`config.mk`:
```
export PLATFORM = sky130hd
export DESIGN_NAME = shift_scheduler
export DESIGN_NICKNAME = d
export VERILOG_FILES = /design/src/rtl/shift_scheduler.sv
export SDC_FILE = /design/constraint.sdc
export NUM_CORES = 1
export LEC_CHECK = 0
export CORE_UTILIZATION = 52
export CTS_BUF_LIST = sky130_fd_sc_hd__clkbuf_4 sky130_fd_sc_hd__clkbuf_8
export CTS_CLUSTER_SIZE = 14
export DETAILED_ROUTE_END_ITERATION = 10
export PLACE_DENSITY = 0.86
export SLEW_MARGIN = 20
export SYNTH_ARGS = -nofsm -noshare
export SYNTH_HDL_FRONTEND = slang
export SYNTH_SLANG_ARGS = --single-unit
```
`constraint.sdc`:
```
create_clock -name cl -period 3.3 [get_ports cl]
set_input_delay 0.66 -clock cl [delete_from_list [all_inputs] [get_ports cl]]
set_output_delay 0.66 -clock cl [all_outputs]
set_load 0.02 [all_outputs]
```
`src/rtl/shift_scheduler.sv`:
```
// Round-robin scheduler that serialises one of two parallel words, MSB first, into a downstream SIPO register.
// Optional even-parity trailer bit is built when SHIFT_SCHEDULER_PARITY_EN is defined.
module shift_scheduler #(
  parameter int WIDTH = 8
) (
  input  logic             cl,
  input  logic             r,
  input  logic             req0,
  input  logic             req1,
  input  logic [WIDTH-1:0] din0,
  input  logic [WIDTH-1:0] din1,
  output logic             gnt0,
  output logic             gnt1,
  output logic             ack0,
  output logic             ack1,
  output logic             sclr,
  output logic             sen,
  output logic             sout,
  output logic             busy
);

  localparam int CW = $clog2(WIDTH + 1);
  localparam logic [CW-1:0] LAST = CW'(WIDTH - 1);

`ifdef SHIFT_SCHEDULER_PARITY_EN
  typedef enum logic [2:0] {IDLE, CLEAR, SHIFT, PAR, DONE} state_t;
`else
  typedef enum logic [2:0] {IDLE, CLEAR, SHIFT, DONE} state_t;
`endif

  state_t           state;
  state_t           state_nxt;
  logic [CW-1:0]    cnt;
  logic             ptr;
  logic [WIDTH-1:0] shadow;
  logic             pick1;

  function automatic logic even_parity(input logic [WIDTH-1:0] w);
    return ^w;
  endfunction

  // ptr holds the last-served requester; on a tie the other one wins
  assign pick1 = req1 & (~req0 | ~ptr);

  always_ff @(posedge cl) begin
    if (r) state <= IDLE;
    else   state <= state_nxt;
  end

  always_comb begin
    state_nxt = state;
    unique case (state)
      IDLE:  if (req0 | req1) state_nxt = CLEAR;
      CLEAR: state_nxt = SHIFT;
      SHIFT: begin
        if (cnt == LAST) begin
`ifdef SHIFT_SCHEDULER_PARITY_EN
          state_nxt = PAR;
`else
          state_nxt = DONE;
`endif
        end
      end
`ifdef SHIFT_SCHEDULER_PARITY_EN
      PAR:   state_nxt = DONE;
`endif
      DONE:  state_nxt = IDLE;
      default: state_nxt = IDLE;
    endcase
  end

  // Shadow word rotates left so the current bit is always the MSB; after
  // WIDTH rotations it is back to the original, and parity is rotation-invariant.
  always_ff @(posedge cl) begin
    if (r) begin
      cnt    <= '0;
      ptr    <= 1'b1;
      shadow <= '0;
      gnt0   <= 1'b0;
      gnt1   <= 1'b0;
    end else begin
      unique case (state)
        IDLE: begin
          if (req0 | req1) begin
            gnt0   <= ~pick1;
            gnt1   <= pick1;
            shadow <= pick1 ? din1 : din0;
          end
        end
        CLEAR: cnt <= '0;
        SHIFT: begin
          cnt    <= cnt + CW'(1);
          shadow <= {shadow[WIDTH-2:0], shadow[WIDTH-1]};
        end
        DONE: begin
          ptr  <= gnt1;
          gnt0 <= 1'b0;
          gnt1 <= 1'b0;
        end
        default: ;
      endcase
    end
  end

  always_comb begin
    sclr = (state == CLEAR);
    busy = (state != IDLE);
    ack0 = (state == DONE) & gnt0;
    ack1 = (state == DONE) & gnt1;
    sen  = 1'b0;
    sout = 1'b0;
    if (state == SHIFT) begin
      sen  = 1'b1;
      sout = shadow[WIDTH-1];
    end
`ifdef SHIFT_SCHEDULER_PARITY_EN
    if (state == PAR) begin
      sen  = 1'b1;
      sout = even_parity(shadow);
    end
`endif
  end

endmodule

```
==> impl_metrics.tcl, run 1 <==
set metrics [dict create \
    outcome "completed" \
    p_comb_share_pct 48.8 \
    gr-max-usage-layer "met2" \
    cts_resized 0 \
    p_per_area_nw_per_um2 648.5 \
    setup_violations 0 \
    stdcell_count 166 \
    final_nets 167 \
    yosysSeqAreaShare_pct 34.09 \
    swShare_pct 36.87 \
    gr-usage-met2_pct 39.43 \
    yosysWarnings 0 \
    p_switching_w 0.0003145 \
    fin_total_pwr_w 0.0008528 \
    vias 907 \
    core_area_um2 1764 \
    p_seq_share_pct 37.3 \
    crit_required_ns 2.64 \
    io_buffer_count 27 \
    met1_usage_pct 24.70 \
    avgSynthCellArea_um2 8.836 \
    min_path_type "reg2reg" \
    ys_seq_elements 17 \
    first_iter_violations 8 \
    p_clk_share_pct 13.9 \
    synthCells 113 \
    drive_gt1_share_pct 7.801 \
    start_kind "flip-flop" \
    max_freq_mhz 381.1 \
    clock_latency_ns 0.29 \
    fin_crit_sh_pct 79.51 \
    post_synth_num_cell_types 28 \
    netlist_area_um2 998.5 \
    tightest_slew_ns 0.5746 \
    wl_per_cell_um 12.25 \
    grt_antenna_before_repair 0 \
    grt_overflow 0 \
    dieArea_um2 2099 \
    maxSlewViolCount 0 \
    vias_per_cell 5.464 \
    areaGrowthSynthToFinish_pct 31.70 \
    r2r_slack_ns 1.48 \
    grt_usage_pct 21.73 \
    timing.hold.ws_ns 0.4690 \
    holdBufCountCts 0 \
    diodes 0 \
    cts.path.max_buffers 2 \
    end_kind "primary output" \
    crit_type "reg2out" \
    io-pin-count 28 \
    ant_nets 0 \
    path_clk_slew_ns 0.10 \
    slew_headroom_pct 61.57 \
    dpl.cell_count 162 \
    start_util_pct 56.60 \
    cts_tree "built" \
    cts.sinks 17 \
    place.gp.congestion 0.7322 \
    rsz0062_at_grt "false" \
    crit_arrival_ns 1.96 \
    die_y_um 45.82 \
    wirelength_um 2034 \
    finClkSkew_ns 0.006776 \
    grt_max_degree 24 \
    postCtsSetupBuffers 0 \
    cts_root_buf "clkbuf_4" \
    hold_path_startpoint "shadow[2]" \
    grt_pass1_vias 818 \
    crit_start "state[0]" \
    p_int_w 0.0005384 \
    p_leak_nw 0.4976 \
    dpl_cell_area_um2 1285 \
    die_w_um 45.82 \
    period_needed_ns 2.624 \
    rows 15 \
    synthesis.nets 138 \
    grt_pass1_wl_um 3298 \
    drc 0 \
    h-tree-depth 1 \
    cts_made_buffers 3 \
    maxCapViolCount 0 \
    reg2reg_from "state[0]" \
    fill_cells 143 \
    use_met3_pct 7.540 \
    dr.pass1.iters 4 \
    tns_ns 0 \
    final_hold_viol_count 0 \
    hpwlAfterDp_um 1548 \
    irDropWorstVdd_v 0.0004491 \
    finalInstanceArea_um2 1315 \
    crit_fanout 13 \
]
layer usage:
| layer | wire length [µm] | share of wire, % |
|---|---|---|
| met4 | 4 | 0.20 |
| met3 | 96 | 4.7 |
| met2 | 1074 | 53 |
| met1 | 860 | 42 |
| met5 | 0 | 0 |
per-stage QoR:
stage | setup WS (ns) | util, %
final | 0.6763 | 74.54
after global routing | 0.5882 | 74.54
after CTS | 0.6924 | 74.54
after detailed placement | 1.026 | 72.84
after global placement | 1.072 | 72.84
after floorplan | 1.409 | -
synth_stat cells:
| cell | count | area share, % |
|---|---|---|
| ha_1 | 5 | 6.3 |
| or3b_4 | 1 | 1.1 |
| and2_1 | 3 | 1.9 |
| nor3b_4 | 1 | 1.9 |
| a211o_1 | 1 | 0.88 |
| a21oi_1 | 7 | 3.5 |
| mux2i_1 | 9 | 9.0 |
| or2_2 | 1 | 0.63 |
| nor3b_2 | 1 | 1.3 |
| o2bb2ai_1 | 1 | 0.88 |
| nand2b_1 | 11 | 6.9 |
| dfxtp_1 | 17 | 34 |
| nand4b_1 | 1 | 0.88 |
| nand2_1 | 3 | 1.1 |
| o32ai_1 | 1 | 0.88 |
| o21ai_0 | 3 | 1.5 |
| a32o_1 | 8 | 8.0 |
| buf_6 | 1 | 1.1 |
| inv_1 | 6 | 2.3 |
| nor2b_1 | 1 | 0.63 |
| nor2_1 | 18 | 6.8 |
| nand3b_1 | 2 | 1.5 |
| nand3_1 | 4 | 2.0 |
| a21boi_1 | 1 | 0.75 |
| a21oi_4 | 1 | 1.6 |
| buf_2 | 3 | 1.5 |
| clkbuf_1 | 1 | 0.38 |
| or4_1 | 1 | 0.75 |
sequential cells by signal (all words and copies together) (netlist names):
name / cells
gnt0: 1
cnt: 4
gnt1: 1
state: 2
ptr: 1
shadow: 8
power by group through the flow:
| stage | combinational [W] | sequential (W) | clock (W) |
|---|---|---|---|
| finish | 0.000416 | 0.000318 | 0.000119 |
| global route | 0.000451 | 0.000330 | 0.000130 |
| CTS | 0.000417 | 0.000319 | 0.000119 |
| detailed placement | 0.000416 | 0.000323 | 0 |
| global placement | 0.000400 | 0.000317 | 0 |
| floorplan | 0.000287 | 0.000322 | 0 |
area by class of cell:
type | count | area, µm² | area share, %
inverter | 6 | 22.52 | 1.713
multi-input combinational | 85 | 605.6 | 46.05
tap | 25 | 31.28 | 2.379
clock buffer | 4 | 30.03 | 2.284
sequential | 17 | 340.3 | 25.88
timing repair buffer | 29 | 285.3 | 21.69
critical path, cell delays in order (launching register included):
cell	delay (ns)
dfxtp_1	0.36
inv_1	0.10
ha_1	0.41
and2_1	0.20
clkdlybuf4s50_1	0.60
path summary, 6_finish.rpt:
| check | to | depth (start not counted) |
|---|---|---|
| setup / recovery | sout | 4 |
| hold / removal | shadow[2] | 1 |
| setup reg to reg | shadow[2] | 5 |
| hold reg to reg | shadow[2] | 1 |
cells by family after synthesis:
group	count (synthesis)	synth area share [%]
multiplexers	9	9.023
flip-flops	17	34.09
AND/OR/NAND/NOR	48	27.32
adder cells (fa/ha/maj)	5	6.266
buffers and inverters	11	5.262
AO/OA/AOI/OAI	23	18.05
placed cells by master (no fill, tap or decap), drive strengths merged:
cell type	n
inv	6
nand2b	11
o2bb2ai	1
nand4b	1
mux2i	9
a211o	1
buf	2
dfxtp	17
a21boi	1
nor2b	1
o32ai	1
nand3b	2
and2	3
clkdlybuf4s50	27
nor2	18
clkbuf	4
a21oi	8
ha	5
or2	1
a32o	8
o21ai	3
or3b	1
or4	1
nand2	3
nand3	4
nor3b	2
(Power assumes the default switching activity.)
==> run 2: changes to the inputs <==
- CORE_UTILIZATION: 52 -> 44
- PLACE_DENSITY: 0.86 -> 0.77
- clock period: 3.3 -> 2.3 ns (I/O delays scaled with it)
==> impl_metrics.tcl, run 2 (synthesis results as in run 1) <==
set metrics [dict create \
    max_freq_mhz 464.9 \
    tightest_slew_ns 0.3989 \
    fin_crit_sh_pct 93.53 \
    end_kind "primary output" \
    cts.path.max_buffers 2 \
    crit_type "reg2out" \
    postCtsSetupBuffers 0 \
    areaGrowthSynthToFinish_pct 33.83 \
    path_clk_slew_ns 0.10 \
    diodes 0 \
    grt_pass1_wl_um 3353 \
    timing.hold.ws_ns 0.4694 \
    outcome "completed" \
    min_path_type "reg2reg" \
    crit_required_ns 1.84 \
    crit_fanout 6 \
    io_buffer_count 27 \
    tns_ns 0 \
    vias_per_cell 5.224 \
    top_register "shadow" \
    reg.largest.list "shadow (8), cnt (4), state (2)" \
    final_nets 169 \
    maxCapViolCount 0 \
    cts_root_buf "clkbuf_4" \
    dieArea_um2 2464 \
    vias 888 \
    die_w_um 49.64 \
    h-tree-depth 1 \
    p_per_area_nw_per_um2 913.5 \
    drc 0 \
    ant_nets 0 \
    dr.pass1.iters 4 \
    setup_violations 0 \
    top_layer_used "met4" \
    p_leak_nw 0.5267 \
    grt_usage_pct 17.32 \
    die_y_um 49.64 \
    irDropWorstVdd_v 0.0005045 \
    rsz0062_at_grt "false" \
    place.gp.congestion 0.8419 \
    cts_tree "built" \
    crit_arrival_ns 1.69 \
    cts_made_buffers 3 \
    drive_gt1_share_pct 9.790 \
    clock_latency_ns 0.29 \
    start_util_pct 48.90 \
    layout_commonest_cell "clkdlybuf4s50_1" \
    met2_length_um 902 \
    final_cell_mix "26 x clkdlybuf4s50_1, 18 x nor2_1, 16 x dfxtp_1" \
    start_kind "flip-flop" \
    final_hold_viol_count 0 \
    route.met3.wl_um 75 \
    io-pin-count 28 \
    wl_met1_um 926 \
    finClkSkew_ns 0.003897 \
    rows 16 \
    core_area_um2 2042 \
    grt_antenna_before_repair 0 \
    maxSlewViolCount 0 \
    slew_headroom_pct 73.38 \
    wl_per_cell_um 11.38 \
    cts.sinks 17 \
    holdBufCountCts 0 \
    grt_overflow 0 \
    period_needed_ns 2.151 \
    hpwlAfterDp_um 1466 \
    largest_reg_flops 8 \
    grt_max_degree 25 \
    wirelength_um 1935 \
    first_iter_violations 23 \
    grt_pass1_vias 831 \
]
run 2: layout make-up:
cell class | count | area, µm²
sequential | 17 | 341.6
fill | 179 | 705.7
tap | 27 | 33.78
inverter | 6 | 22.52
clock buffer | 4 | 30.03
multi-input combinational | 85 | 605.6
timing repair buffer | 31 | 302.8
run 2: through the flow:
stage | total power [W] | util [%] | area (µm²) | instances | setup slack (ns)
floorplan | 0.0008737 | - | 998.5 | 113 | 0.6085
global placement | 0.001040 | 63.79 | 1303 | 166 | 0.4553
detailed placement | 0.001058 | 63.79 | 1303 | 166 | 0.4181
CTS | 0.001230 | 65.26 | 1333 | 170 | 0.08748
global route | 0.001314 | 65.44 | 1336 | 170 | 0.01837
finish | 0.001221 | 65.44 | 1336 | 170 | 0.1488
run 2: what timing repair did:
| action | CTS | global route |
|---|---|---|
| hold endpoints to repair | 0 | 0 |
| gates resized for setup | 0 | 2 |
| endpoints found under the setup margin | 0 | 3 |
run 2: where the power goes:
group | internal (W) | total (W) | switching [W]
Combinational | 0.000300 | 0.000592 | 0.000292
Sequential | 0.000400 | 0.000460 | 0.0000602
Clock | 0.0000791 | 0.000169 | 0.0000901
Total | 0.000779 | 0.00122 | 0.000442
run 2: routing by layer:
layer / track usage, % / vias up
li1: - / 459
met1: 20.83 / 405
met2: 30.18 / 20
met3: 2.778 / 4
met4: 7.143 / 0
met5: 0 / -
run 2: critical path: stages (launching register included):
cell and delay (ns):
dfxtp_1 0.40, inv_1 0.08, ha_1 0.25, inv_1 0.08, clkdlybuf4s50_1 0.59
run 2: final timing paths:
check | start | to | slack (ns) | cells after the start
max | state[1] | busy | 0.15 | 4
min reg2reg | shadow[3] | shadow[3] | 0.47 | 1
min | shadow[3] | shadow[3] | 0.47 | 1
max reg2reg | state[0] | shadow[2] | 0.55 | 6
